==> src/rtl/fpu_mul_opstage.sv <==
// rtl/fpu_mul_opstage.sv - classifying operand FIFO ahead of the FP multiplier
// Optional macro FPU_MUL_OPSTAGE_FLUSH_SUBNORM_EN: flush subnormal operands to signed zero.

package ibex_pkg;
   typedef enum logic [3:0] {
      NaN, Inf, Neg_Inf, Pos_Zero, Neg_Zero,
      Pos_Subnorm, Neg_Subnorm, Pos_Norm, Neg_Norm
   } Classif_e;
endpackage

module fpu_mul_opstage #(
   parameter int unsigned DEPTH = 2
) (
   input  logic                      clk_i,
   input  logic                      rst_ni,
   input  logic                      flush_i,
   input  logic                      in_valid_i,
   output logic                      in_ready_o,
   input  logic [31:0]               in_rs1_i,
   input  logic [31:0]               in_rs2_i,
   output logic                      out_valid_o,
   input  logic                      out_ready_i,
   output logic [31:0]               out_rs1_o,
   output logic [31:0]               out_rs2_o,
   output ibex_pkg::Classif_e        out_classif_a_o,
   output ibex_pkg::Classif_e        out_classif_b_o,
   output logic                      out_special_o,
   output logic [$clog2(DEPTH):0]    occupancy_o
);
   import ibex_pkg::*;

   localparam int unsigned AW = $clog2(DEPTH);
   localparam int unsigned CW = AW + 1;

   function automatic Classif_e classify(input logic [31:0] v);
      logic [7:0]  exp_f;
      logic [22:0] mant_f;
      exp_f  = v[30:23];
      mant_f = v[22:0];
      if (exp_f == 8'hFF) begin
         if (mant_f != '0) return NaN;
         return v[31] ? Neg_Inf : Inf;
      end
      if (exp_f == 8'h00) begin
         if (mant_f == '0) return v[31] ? Neg_Zero : Pos_Zero;
`ifdef FPU_MUL_OPSTAGE_FLUSH_SUBNORM_EN
         return v[31] ? Neg_Zero : Pos_Zero;
`else
         return v[31] ? Neg_Subnorm : Pos_Subnorm;
`endif
      end
      return v[31] ? Neg_Norm : Pos_Norm;
   endfunction

   function automatic logic [31:0] sanitize(input logic [31:0] v);
`ifdef FPU_MUL_OPSTAGE_FLUSH_SUBNORM_EN
      if (v[30:23] == 8'h00) return {v[31], 31'b0};
`endif
      return v;
   endfunction

   function automatic logic is_special(input Classif_e c);
      return (c == NaN) || (c == Inf) || (c == Neg_Inf) ||
             (c == Pos_Zero) || (c == Neg_Zero);
   endfunction

   logic [31:0] r_rs1_mem [DEPTH];
   logic [31:0] r_rs2_mem [DEPTH];
   Classif_e    r_cla_mem [DEPTH];
   Classif_e    r_clb_mem [DEPTH];

   logic [AW-1:0] r_wr_ptr;
   logic [AW-1:0] r_rd_ptr;
   logic [CW-1:0] r_count;

   logic w_push;
   logic w_pop;

   assign in_ready_o  = (r_count != CW'(DEPTH));
   assign out_valid_o = (r_count != '0);
   assign w_push      = in_valid_i & in_ready_o;
   assign w_pop       = out_valid_o & out_ready_i;

   // Flush and reset share the same clear path; flush also drops any same-cycle push.
   always_ff @(posedge clk_i) begin
      if (!rst_ni || flush_i) begin
         r_wr_ptr <= '0;
         r_rd_ptr <= '0;
         r_count  <= '0;
      end else begin
         if (w_push) r_wr_ptr <= r_wr_ptr + AW'(1);
         if (w_pop)  r_rd_ptr <= r_rd_ptr + AW'(1);
         case ({w_push, w_pop})
            2'b10:   r_count <= r_count + CW'(1);
            2'b01:   r_count <= r_count - CW'(1);
            default: r_count <= r_count;
         endcase
      end
   end

   always_ff @(posedge clk_i) begin
      if (rst_ni && !flush_i && w_push) begin
         r_rs1_mem[r_wr_ptr] <= sanitize(in_rs1_i);
         r_rs2_mem[r_wr_ptr] <= sanitize(in_rs2_i);
         r_cla_mem[r_wr_ptr] <= classify(in_rs1_i);
         r_clb_mem[r_wr_ptr] <= classify(in_rs2_i);
      end
   end

   assign out_rs1_o       = r_rs1_mem[r_rd_ptr];
   assign out_rs2_o       = r_rs2_mem[r_rd_ptr];
   assign out_classif_a_o = r_cla_mem[r_rd_ptr];
   assign out_classif_b_o = r_clb_mem[r_rd_ptr];
   assign out_special_o   = out_valid_o &
                            (is_special(r_cla_mem[r_rd_ptr]) | is_special(r_clb_mem[r_rd_ptr]));
   assign occupancy_o     = r_count;

endmodule

==> config.mk <==
export PLATFORM = sky130hd
export DESIGN_NAME = fpu_mul_opstage
export DESIGN_NICKNAME = d
export VERILOG_FILES = /design/src/rtl/fpu_mul_opstage.sv
export SDC_FILE = /design/constraint.sdc
export NUM_CORES = 1
export LEC_CHECK = 0
export CORE_MARGIN = 5
export CORE_UTILIZATION = 49
export DETAILED_ROUTE_END_ITERATION = 6
export GPL_TIMING_DRIVEN = 0
export PLACE_DENSITY = 0.8
export SLEW_MARGIN = 0
export SYNTH_ARGS = -nofsm -noshare
export SYNTH_HDL_FRONTEND = slang
export SYNTH_SLANG_ARGS = --single-unit
==> constraint.sdc <==
create_clock -name clk_i -period 8.8 [get_ports clk_i]
set_input_delay 1.76 -clock clk_i [delete_from_list [all_inputs] [get_ports clk_i]]
set_output_delay 1.76 -clock clk_i [all_outputs]
set_load 0.03 [all_outputs]
Yosys cells after proc, flatten, opt, wreduce, memory -nomap -nowiden

Memories as Yosys holds them, arrays and structs flattened. A register that Yosys moved wholly into a read port is not among the register bits.
Cells that the tools add are included.

Input bits: 69
Bits in registers: 4
Logic and storage cells: 112
Memory bits (writable): 144
Memories kept: 4
Output and inout bits: 77

Equal/unequal tests: 13
Reduce and logical (&&, ||, !) cells: 23
Bitwise logic cells: 4
Add/sub/neg operators: 4
Multiplexer cells: 61

Memories:

| name      | words | width | read ports | clocked after memory_dff | wr ports | line | text |
|---|---|---|---|---|---|---|---|
| r_rs1_mem | 2     | 32    | 1          | 1                        | 1        | 67   | `logic [31:0] r_rs1_mem [DEPTH];` |
| r_rs2_mem | 2     | 32    | 1          | 1                        | 1        | 68   | `logic [31:0] r_rs2_mem [DEPTH];` |
| r_cla_mem | 2     | 4     | 1          | 1                        | 1        | 69   | `Classif_e r_cla_mem [DEPTH];` |
| r_clb_mem | 2     | 4     | 1          | 1                        | 1        | 70   | `Classif_e r_clb_mem [DEPTH];` |

Operators by type and width:

| cell                | count |
|---|---|
| $mux 4              | 20 |
| $logic_not 23->1    | 2 |
| $reduce_bool 23->1  | 2 |
| $mux 1              | 34 |
| $eq 4x2->1 const B  | 4 |
| $eq 8x8->1 const B  | 2 |
| $logic_not 8->1     | 2 |
| $logic_or 1x1->1    | 9 |
| $eq 4x1->1 const B  | 2 |
| $eq 4x3->1 const B  | 2 |
| $logic_not 4->1     | 2 |
| $mux 2              | 4 |
| $mux 3              | 2 |
| $pmux 2 s2          | 1 |
| $reduce_bool 2->1   | 2 |
| $and 1x1->1         | 3 |
| $add 1x1->1 const B | 2 |
| $add 2x1->2 const B | 1 |
| $eq 2x1->1 const B  | 1 |
| $eq 2x2->1 const B  | 1 |
| $logic_and 1x1->1   | 2 |
| $logic_not 1->1     | 2 |
| $ne 2x2->1 const B  | 1 |
| $sub 2x1->2 const B | 1 |
| $or 1x1->1          | 1 |

Depth between registers and ports, before layout

Gate-level depths: netlist of the first run.

Depth in word-level cells: 12
Depth in mapped cells: 7

Least setup slack after synthesis of the first run

OpenSTA, ideal clock, no wires.

Path kind: input port to flip-flop
Start point: in flush_i
End point: mem r_cla_mem[0][0] (netlist bit) (enable)
Stages on the path: 2
Arrival time: 6.878 ns
Setup slack: 1.331 ns
Setup time: 0.590 ns
Required time: 8.210 ns
Cells stage by stage: nand2b_1 -> nor3_1

Longest elaborated chain between the ends: 5

RTL lines:

| item                           | line | text |
|---|---|---|
| start, declared                | 16   | `input logic flush_i,` |
| $logic_not 1->1                | 102  | `if (rst_ni && !flush_i && w_push) begin` |
| $logic_and 1x1->1 (2 in a row) | 102  |  |
| $mux 1                         | 102  |  |
| $mux 1 (implied by the code)   | 105  | `r_cla_mem[r_wr_ptr] <= classify(in_rs1_i);` |
| end, declared                  | 69   |  |

No other way between the ends.

==> results of run 1 <==
[through the flow]
step,setup TNS (ns),hold WS (ns),total power (uW),instance area (sq um),worst slack (ns)
after detailed placement,0,0.5064,955.9,7572,4.620
final,0,0.5262,1635,8159,4.738
after global placement,-232.92,0.4951,951.4,7431,-1.621
after floorplan,0,0.4812,877.4,5801,1.331
after CTS,0,0.5316,1651,8159,4.688
after global routing,0,0.5831,1686,8159,4.630
[per-layer routing]
metal  part of all wire  vias to the layer above  GRT usage  wire length (microns)
met2               0.52                       99     0.3105                   6563
met1               0.40                     1663     0.2085                   5047
li1                   -                     1574          -                      -
met5                  0                        -          0                      0
met4              0.029                        0    0.08762                    369
met3              0.048                       26    0.05587                    604
[registers in the layout (all words and copies together), names as in the netlist, named ones only]
register	cells
r_clb_mem	8
r_rd_ptr	1
r_rs2_mem	64
r_rs1_mem	64
r_wr_ptr	1
occupancy_o	2
r_cla_mem	8
[power by group]
part	internal [uW]	total, uW	switching [uW]
combinational	70.6	143	72.6
sequential	794	798	3.82
clock	442	694	252
[layout make-up]
class                      instances  area share
clock buffer                      31     0.07131
clock inverter                     1   0.0006134
tap                              143     0.02193
buffer                             8    0.007361
inverter                           6    0.002760
sequential                       149      0.5422
multi-input combinational        144      0.1598
timing repair buffer             157      0.1940
[path summary, 6_finish.rpt]
kind	to	slack (ns)	cells past startpoint
worst min-delay path	r_rd_ptr$_SDFFE_PP0N_	0.53	2
worst min register to register	r_rd_ptr$_SDFFE_PP0N_	0.53	2
worst max register to register	r_rs1_mem[0][10]$_DFFE_PP_	6.35	6
worst max-delay path	out_special_o	4.74	6
[cells by family after synthesis]
group / synth area share
flip-flops: 0.7627
AO/OA/AOI/OAI: 0.01165
buffers and inverters: 0.01423
adder cells (fa/ha/maj): 0.01079
AND/OR/NAND/NOR: 0.04811
multiplexers: 0.1465
XOR/XNOR: 0.006041
[worst register-to-register path, delay by kind of cell, from the launching register on]
family,cells,cell delay (ns)
buffers and inverters,3,0.65
DFF,1,0.44
and+or+nand+nor,3,1.07
[Yosys cell counts (2+ instances only)]
cell,count,share of area
edfxtp_1,144,0.75
mux2_2,71,0.14
nor4_1,12,0.013
nor2_1,11,0.0071
nand2_1,7,0.0045
inv_1,6,0.0039
nand4_1,6,0.0065
dfxtp_1,5,0.017
ha_1,5,0.011
nor3_1,4,0.0035
buf_2,3,0.0026
buf_4,3,0.0039
xnor2_1,3,0.0045
a21oi_1,2,0.0017
buf_6,2,0.0039
mux2_4,2,0.0052
mux2i_1,2,0.0035
nand2b_1,2,0.0022
nor4_2,2,0.0043
o21ai_0,2,0.0017
==> out/qor.yml, run 1 <==
synth.distinct_cells: 33
ys_ff_latch: 149
clock.fmax_mhz: 246.2
synthCells: 307
gp_congestion: 0.7762
crit_fanout: 10
ant_nets: 0
path_class: "flop to output port"
synth-edff-count: 144
post-route-min-period_ns: 4.062
postCtsResizedCells: 0
grt_max_degree: 17
antenna_cells: 0
finalSetupViolations: 0
crit_family: "buffers and inverters"
yosys_warnings: 0
wl_per_cell_microns: 19.69
fin_util: 0.7085
core_sq_mm: 0.01152
required_ns: 7.04
dieArea_sq_mm: 0.01411
clock_sinks: 149
arrival_ns: 2.30
hp-class: "flop to flop"
clk_latency_ns: 0.41
final.setup_skew_ns: 0.005267
htreeDepth: 4
grtUsageTotal: 0.1817
outcome: "completed"
first_iter_violations: 173
antenna_found_initial: 0
drive_gt1_frac: 0.2520
overflow: 0
remaining_drc_errors: 0
cts.clk_slew.worst_paths_ns: 0.06
via_count: 3362
stdcell_count: 639
hp-start: "r_rd_ptr$_SDFFE_PP0N_"
path_buf_inv: 2
clock_path_buffers: 2
dpl.cell_count: 607
layout_common_cells: "clkdlybuf4s50_1, edfxtp_1, mux2_2, clkbuf_16, buf_6"
nets: 557
path_cells: "buf_6 -> mux2_2 -> o21ai_1 -> a2bb2oi_1 -> nor2_2 -> clkdlybuf4s50_1"
drt-total-wl_microns: 12590
die_height_microns: 118.8
cp_slowest_cell: "clkdlybuf4s50_1"
power_leakage_uw: 0.002744
tritoncts: "built"
slowest_delay_ns: 0.67
die_w_microns: 118.8
rsz0062_at_grt: "false"
hpwl_microns: 9271
cts_setup_buffers: 0
slew_viol_final: 0
async_flop_share: 0
worstSetupStartpointType: "flop"
seqCellArea_sq_mm: 0.004424
initial_core_util: 0.5037
numPortBuffers: 145
p_per_area_mw_per_mm2: 200.3
worstMarginPinSlew_ns: 0.9026
worst_setup_path_end_kind: "output port"
cts_root_buf: "clkbuf_16"
reg2reg_from: "occupancy_o[0]$_SDFFE_PP0P_"
dr.pass1.iters: 4
syn_area_sq_mm: 0.005801
finalCritPeriodShare: 0.4616
layout.cells.most_common: "clkdlybuf4s50_1"
yosysSeqAreaShare: 0.7627
max_slew_margin: 0.3950
grt_pass1_vias: 3676
drv_cap: 0
multi_input_area_sq_mm: 0.001304
cts_buffers: 17
synth_nets: 381
hold_buffers: 0
nFillCells: 769
synthFlopType: "edfxtp_1"
syn_to_final_growth_pct: 40.66
grt_pass1_wl_microns: 19530
max-vdd-ir-drop_v: 0.0001092
io_pins: 146
hold_viol: 0
fp-row-count: 39
avgViaCountPerCell: 5.261
syn_area_per_cell_sq_um: 18.89
Power figures use the tool's default switching activity.
==> inputs of run 2 (changes only) <==
- CORE_UTILIZATION: 49 -> 44
- PLACE_DENSITY: 0.8 -> 0.76
- clock period: 8.8 -> 3.3 ns (I/O delays scaled with it)
==> out/qor.yml, run 2 (same netlist as run 1, synthesis figures left out) <==
numPortBuffers: 145  # unchanged
slew_viol_final: 0  # unchanged
gp_congestion: 0.7362  # -5.2%
overflow: 0  # unchanged
ff2ff_path_depth: 6  # unchanged
hpwl_microns: 8906  # -3.9%
hold_buffers: 0  # unchanged
clock.fmax_mhz: 333.9
required_ns: 2.64  # -4.40 ns
ant_nets: 0  # unchanged
drt-total-wl_microns: 12300  # -2.3%
p_per_area_mw_per_mm2: 526.3  # +160%
cts.clk_slew.worst_paths_ns: 0.06  # about the same
post-place-ws_ns: 0.2843  # -4.336 ns
fin_util: 0.6293  # -0.07922
nets: 553  # -0.72%
core_sq_mm: 0.01309  # +14%
clkPwrFrac: 0.420  # -0.004
rsz0062_at_grt: "false"
nFillCells: 911  # +18%
hold_viol: 0  # unchanged
hold_depth: 2  # unchanged
dpl-instance-area_sq_mm: 0.007669  # +1.3%
p_seq_frac: 0.491  # +0.003
finalSetupViolations: 0  # unchanged
worst_slack_ns: 0.3055  # -4.433 ns
via_count: 3327  # -1.0%
rrSetupSlack_ns: 0.99  # -5.36 ns
dieArea_sq_mm: 0.01558  # +10%
tritoncts: "built"
reg2reg_to: "r_rs2_mem[0][3]$_DFFE_PP_"
htreeDepth: 4  # unchanged
grt_pass1_vias: 3660  # -0.44%
max-vdd-ir-drop_v: 0.0003139  # +190%
wl_per_cell_microns: 18.41  # -6.5%
io_pins: 146  # unchanged
grtUsageTotal: 0.1605  # -0.02125
grt_pass1_wl_microns: 19200  # -1.7%
fp-row-count: 42  # +7.7%
reg2reg_from: "occupancy_o[0]$_SDFFE_PP0P_"
fin_area_sq_mm: 0.008234  # +0.92%
top_regs: "r_rs1_mem: 64 flops, r_rs2_mem: 64 flops"
clock_sinks: 149  # unchanged
drv_cap: 0  # unchanged
die_w_microns: 124.8  # +5.1%
power_leakage_uw: 0.002737  # -0.25%
cp_slowest_cell: "clkdlybuf4s50_1"
path_cells: "buf_6 -> mux2_2 -> o21ai_1 -> a2bb2oi_1 -> nor2_2 -> clkdlybuf4s50_1"
cts_setup_buffers: 0  # unchanged
final.setup_skew_ns: 0.009097  # +0.003830 ns
initial_core_util: 0.4433  # -0.06040
combPwrFrac: 0.089  # about the same
power_uw: 4334  # +170%
antenna_cells: 0  # unchanged
antenna_found_initial: 0  # unchanged
cts_buffers: 17  # unchanged
worst_setup_path_end_kind: "output port"
remaining_drc_errors: 0  # unchanged
tns_ns: 0  # unchanged
power_switching_uw: 920.9  # +180%
p_int_uw: 3413  # +160%
slowest_delay_ns: 0.67  # about the same
cts_root_buf: "clkbuf_16"
clk_latency_ns: 0.41  # about the same
max_slew_margin: 0.5401  # +0.1451
hp-class: "flop to flop"
clock_path_buffers: 2  # unchanged
syn_to_final_growth_pct: 41.95
dr.pass1.iters: 4  # unchanged
finalCritPeriodShare: 0.9074
post-route-min-period_ns: 2.994
layout_common_cells: "clkdlybuf4s50_1, edfxtp_1, mux2_2, clkbuf_16, nor4_1"
die_height_microns: 124.8  # +5.1%
postCtsResizedCells: 0  # unchanged
hold_path_end: "r_rd_ptr$_SDFFE_PP0N_"
worstSetupStartpointType: "flop"
avgViaCountPerCell: 4.981  # -5.3%
first_iter_violations: 120  # -31%
switching_share: 0.2125  # +0.01190
layout.cells.most_common: "clkdlybuf4s50_1"
path_class: "flop to output port"
arrival_ns: 2.33  # +0.03 ns
outcome: "completed"
drive_gt1_frac: 0.2561  # +0.004081
grt_max_degree: 19  # +2
crit_fanout: 10  # unchanged
worstMarginPinSlew_ns: 0.6876  # -0.2150 ns
hp-start: "r_rd_ptr$_SDFFE_PP0N_"
-- run 2: cell count changes in the layout (fill, tap and decap cells not counted), sizes merged --
cell and delta:
clkbuf -13, clkinv +8, buf -4, bufinv +2, clkinvlp +2, inv +1
-- run 2: worst max-delay path: cells and delay by family (launching register included) --
kind                   cells  cell delay (ns)
AND/OR/NAND/NOR            1             0.10
AO/OA/AOI/OAI              2             0.29
multiplexers               1             0.36
buffers and inverters      2             0.82
flip-flops                 1             0.34
-- run 2: power by group through the flow --
stage          logic, uW  clock network [uW]  registers (uW)
2_1_floorplan        169                   0            2170
5_1_grt              408                1960            2130
6_report             386                1820            2130
3_3_place_gp         367                   0            2170
3_5_place_dp         388                   0            2170
4_1_cts              390                1860            2130
-- run 2: metrics by stage --
stage          std cells  hold slack (ns)
2_1_floorplan        307           0.4812
3_3_place_gp         628           0.4989
3_5_place_dp         636           0.5187
4_1_cts              668           0.5312
5_1_grt              668           0.5760
6_report             668           0.5303
-- run 2: routing by layer --
| metal | track usage | up-vias | share of wire |
|---|---|---|---|
| met2 | 0.2777 | 91 | 0.52 |
| met1 | 0.1863 | 1652 | 0.41 |
| li1 | - | 1570 | - |
| met3 | 0.04631 | 14 | 0.053 |
| met5 | 0 | - | 0 |
| met4 | 0.06888 | 0 | 0.018 |
-- run 2: worst max path at each step --
stage                           startpoint                         to  slack, ns  cells past startpoint
2_1_floorplan  occupancy_o[0]$_SDFFE_PP0P_  r_cla_mem[0][0]$_DFFE_PP_       0.14                      3
3_3_place_gp                       flush_i  r_rs1_mem[1][2]$_DFFE_PP_      -1.21                      3
3_5_place_dp                    in_valid_i  r_rs2_mem[0][3]$_DFFE_PP_       0.28                      6
4_1_cts                               flop              out_special_o       0.26                      6
5_1_grt                               flop              out_special_o       0.17                      6
6_report                              flop              out_special_o       0.31                      6
-- run 2: area by class of cell --
cell class	instances	area (sq um)	share of cell area
tap	176	220.2	0.02674
inverter	6	22.52	0.002735
timing repair buffer	153	1622	0.1969
sequential	149	4425	0.5375
buffer	8	60.06	0.007294
clock inverter	14	136.4	0.01656
clock buffer	18	429.2	0.05212
multi-input combinational	144	1319	0.1602
